## src/rtl/traffic_light_controller.sv

```systemverilog
// Two-road intersection controller: Moore FSM with green-while-traffic and fixed-length yellow.
// Light outputs are registered from the next-state decode, so they track the state register exactly.
module traffic_light_controller #(
  parameter int unsigned YELLOW_CYCLES    = 5,
  parameter int unsigned MIN_GREEN_CYCLES = 1
) (
  input  logic       clk,
  input  logic       reset,
  input  logic       traffic_A,
  input  logic       traffic_B,
  output logic [1:0] LA,
  output logic [1:0] LB
);

  localparam int unsigned CNT_MAX = (YELLOW_CYCLES > MIN_GREEN_CYCLES) ? YELLOW_CYCLES
                                                                       : MIN_GREEN_CYCLES;
  localparam int unsigned CNT_W   = (CNT_MAX > 1) ? $clog2(CNT_MAX + 1) : 1;

  localparam logic [1:0] GREEN  = 2'b00;
  localparam logic [1:0] YELLOW = 2'b01;
  localparam logic [1:0] RED    = 2'b10;

  typedef enum logic [1:0] {
    S0_A_GREEN  = 2'd0,
    S1_A_YELLOW = 2'd1,
    S2_B_GREEN  = 2'd2,
    S3_B_YELLOW = 2'd3
  } state_e;

  state_e             state_q, state_d;
  logic [CNT_W-1:0]   cnt_q, cnt_d;
  logic [1:0]         la_q, la_d;
  logic [1:0]         lb_q, lb_d;

  // State, cycle counter and light registers
  always_ff @(posedge clk) begin
    state_q <= state_d;
    cnt_q   <= cnt_d;
    la_q    <= la_d;
    lb_q    <= lb_d;
  end

  // Next-state, counter and light decode
  always_comb begin
    state_d = state_q;
    cnt_d   = cnt_q;
    la_d    = RED;
    lb_d    = RED;

    if (reset) begin
      state_d = S0_A_GREEN;
    end else begin
      case (state_q)
        S0_A_GREEN:
          if (!traffic_A && (cnt_q >= CNT_W'(MIN_GREEN_CYCLES - 1))) state_d = S1_A_YELLOW;
        S1_A_YELLOW:
          if (cnt_q == CNT_W'(YELLOW_CYCLES - 1)) state_d = S2_B_GREEN;
        S2_B_GREEN:
          if (!traffic_B && (cnt_q >= CNT_W'(MIN_GREEN_CYCLES - 1))) state_d = S3_B_YELLOW;
        S3_B_YELLOW:
          if (cnt_q == CNT_W'(YELLOW_CYCLES - 1)) state_d = S0_A_GREEN;
        default:
          state_d = S0_A_GREEN;
      endcase
    end

    if (reset || (state_d != state_q)) begin
      cnt_d = '0;
    end else if (cnt_q != CNT_W'(CNT_MAX)) begin
      cnt_d = cnt_q + CNT_W'(1);
    end

    // Lights follow the state the register is about to hold
    case (state_d)
      S0_A_GREEN:  la_d = GREEN;
      S1_A_YELLOW: la_d = YELLOW;
      S2_B_GREEN:  lb_d = GREEN;
      S3_B_YELLOW: lb_d = YELLOW;
      default: begin
        la_d = RED;
        lb_d = RED;
      end
    endcase
  end

  assign LA = la_q;
  assign LB = lb_q;

endmodule

```

## config.mk

```make
export PLATFORM = sky130hd
export DESIGN_NAME = traffic_light_controller
export DESIGN_NICKNAME = d
export VERILOG_FILES = /design/src/rtl/traffic_light_controller.sv
export SDC_FILE = /design/constraint.sdc
export NUM_CORES = 1
export LEC_CHECK = 0
export CAP_MARGIN = 10
export CORE_AREA = 2 2 39 41
export DETAILED_ROUTE_END_ITERATION = 12
export DIE_AREA = 0 0 41 43
export SYNTH_ARGS = -nofsm -noshare
export SYNTH_HDL_FRONTEND = slang
export SYNTH_SLANG_ARGS = --single-unit
```

## constraint.sdc

```tcl
create_clock -name clk -period 2.5 [get_ports clk]
set_input_delay 0.625 -clock clk [delete_from_list [all_inputs] [get_ports clk]]
set_output_delay 0.625 -clock clk [all_outputs]
set_load 0.005 [all_outputs]
```

==> impl_metrics.env <==
export IMPL_slew_headroom_pct=86.2
export IMPL_grt_overflow_total=0
export IMPL_synth_cell_type_count=17
export IMPL_status="completed"
export IMPL_cts_resized=0
export IMPL_wl_per_cell_um=8.86
export IMPL_hold_viol_final=0
export IMPL_vias_per_cell=4.02
export IMPL_critical_path_top_delay_family="buffers and inverters"
export IMPL_post_cts_buffers=0
export IMPL_end_kind="output pin"
export IMPL_cts_buffer_depth=2
export IMPL_cts_root_buf="clkbuf_4"
export IMPL_worst_path_buf_inv=1
export IMPL_setup_tns_ps=0
export IMPL_powerDensity_nw_per_um2=601
export IMPL_final_cells=65
export IMPL_cp_cell_sequence="clkdlybuf4s50_1"
export IMPL_insertion_delay_ps=250
export IMPL_drcViolationCount=0
export IMPL_antenna_found_initial=0
export IMPL_fill_cells=157
export IMPL_synthMostInstantiatedCell="dfxtp_1"
export IMPL_synth_fp_nets=45
export IMPL_async_flop_share_pct=0
export IMPL_synth_main_ff_cell="dfxtp_1"
export IMPL_die_area_um2=1760
export IMPL_hp_class="reg2reg"
export IMPL_fin_crit_ps=1670
export IMPL_io_buffer_count=7
export IMPL_grt_max_degree=7
export IMPL_dr_pass1_iters=2
export IMPL_cts_tree="built"
export IMPL_yosys_top_cells_count="dfxtp_1 (9), nor2_1 (5), nand2_1 (4)"
export IMPL_finalPower_uw=292
export IMPL_fmax_ghz=0.598
export IMPL_fp_dieH_um=43
export IMPL_skew_ps=4.33
export IMPL_p_leak_nw=0.194
export IMPL_synth_edf_count=0
export IMPL_cts_hold_buffers=0
export IMPL_fin_crit_sh_pct=66.9
export IMPL_rsz0062_at_grt="false"
export IMPL_netlist_area_leader_share_pct=48.6
export IMPL_core_area_um2=1380
export IMPL_gp_congestion=0.739
export IMPL_boundaryPins=8
export IMPL_drt_iter0_drc=2
export IMPL_yosysSeqAreaShare_pct=48.6
export IMPL_numCtsBuffers=3
export IMPL_insertedDiodeCount=0
export IMPL_synthCells=38
export IMPL_area_growth_pct=31.4
export IMPL_htreeDepth=1
export IMPL_crit_fanout=1
export IMPL_drive_gt1_share_pct=16.3
export IMPL_fin_nets=57
export IMPL_grt_pass1_wl_um=841
export IMPL_cp_arrival_ps=1050
export IMPL_dp_hpwl_um=447
export IMPL_fp_row_count=14
export IMPL_clk_pin_slew_ps=60
export IMPL_vdd_drop_max_uv=196
export IMPL_grt_usage_pct=7.95
export IMPL_worst_setup_path_start_kind="register"
export IMPL_critPathSlowestCell="clkdlybuf4s50_1"
export IMPL_ant_nets=0
export IMPL_grt_pass1_vias=216
export IMPL_die_w_um=41
export IMPL_synth_seq_cells=9
export IMPL_syn_area_um2=370
export IMPL_wl_um=576
export IMPL_synthTopCellsByArea="dfxtp_1 (49%), ha_1 (10%), nor2_1 (5.1%)"
export IMPL_synth_avg_cell_area_um2=9.75
export IMPL_dpl_cell_count=61
export IMPL_synth_warnings=0
export IMPL_max_cap_violations=0
export IMPL_synth_top_area_cell="dfxtp_1"
export IMPL_critical_path_class="reg2out"
export IMPL_final_setup_viol_count=0
export IMPL_floorplan_initialDensity_pct=26.8
export IMPL_clock_sinks=9
export IMPL_slew_viol_final=0
export IMPL_crit_required_ps=1880
export IMPL_slowest_delay_ps=490
export IMPL_worstMarginPinSlew_ps=201
export IMPL_vias=261
layer usage:
metal  up-vias  part of all wire, %  GRT usage, %
met4         0                    0          8.00
met2         8                   37          9.38
met3         0                  9.5          6.28
li1        147                    -             -
met1       106                   54          8.09
met5         -                    0             0
stage by stage:
stage / worst slack [ps] / instance area, µm² / hold WS, ps / util (%)
after floorplan: 1200 / 370 / 472 / -
after global routing: 755 / 487 / 535 / 35.2
after CTS: 804 / 487 / 513 / 35.2
final: 828 / 487 / 506 / 35.2
after global placement: 699 / 460 / 504 / 33.3
after detailed placement: 676 / 460 / 502 / 33.3
area by class of cell:
cell class                      instances  area [µm²]  share of cell area, %
Multi-Input combinational cell         26         179                   36.8
Clock buffer                            4        26.3                   5.40
Timing Repair Buffer                    7        70.1                   14.4
Tap cell                               16        20.0                   4.11
Inverter                                3        11.3                   2.31
Sequential cell                         9         180                   37.0
sequential cells by signal (all words and copies together), names as in the netlist:
| register | flops |
|---|---|
| state_q | 2 |
| LB | 2 |
| cnt_q | 3 |
| LA | 2 |
cells in the final DEF (no fill, tap or decap), types with 2 or more instances in the layout:
cell type,netlist,routed
clkbuf_4,0,3
nand3_1,2,2
nand2_1,4,4
dfxtp_1,9,9
nor2_1,5,5
a21oi_1,2,2
ha_1,3,3
inv_1,3,3
clkdlybuf4s50_1,0,7
final timing paths:
kind              startpoint        to  slack [ps]  cells past startpoint
setup / recovery       LA[1]     LA[1]         830                      1
hold / removal      cnt_q[1]  cnt_q[1]         510                      2
setup reg to reg    cnt_q[0]  cnt_q[2]        1100                      5
hold reg to reg     cnt_q[1]  cnt_q[1]         510                      2
logic make-up after synthesis:
kind of cell / count (synthesis) / synth area share (%)
muxes: 1 / 2.70
adders and majority gates: 3 / 10.1
DFF: 9 / 48.6
and+or+nand+nor: 15 / 19.9
buffers and inverters: 3 / 3.04
AOI/OAI and AO/OA: 5 / 10.8
xor gates and xnor gates: 2 / 4.73
where the power goes:
group / switching, mW / internal [mW] / total, mW
sequential: 0.00496 / 0.149 / 0.154
combinational: 0.0135 / 0.0165 / 0.0300
clock: 0.0468 / 0.0613 / 0.108
total: 0.0653 / 0.227 / 0.292
(Power assumes the default switching activity.)
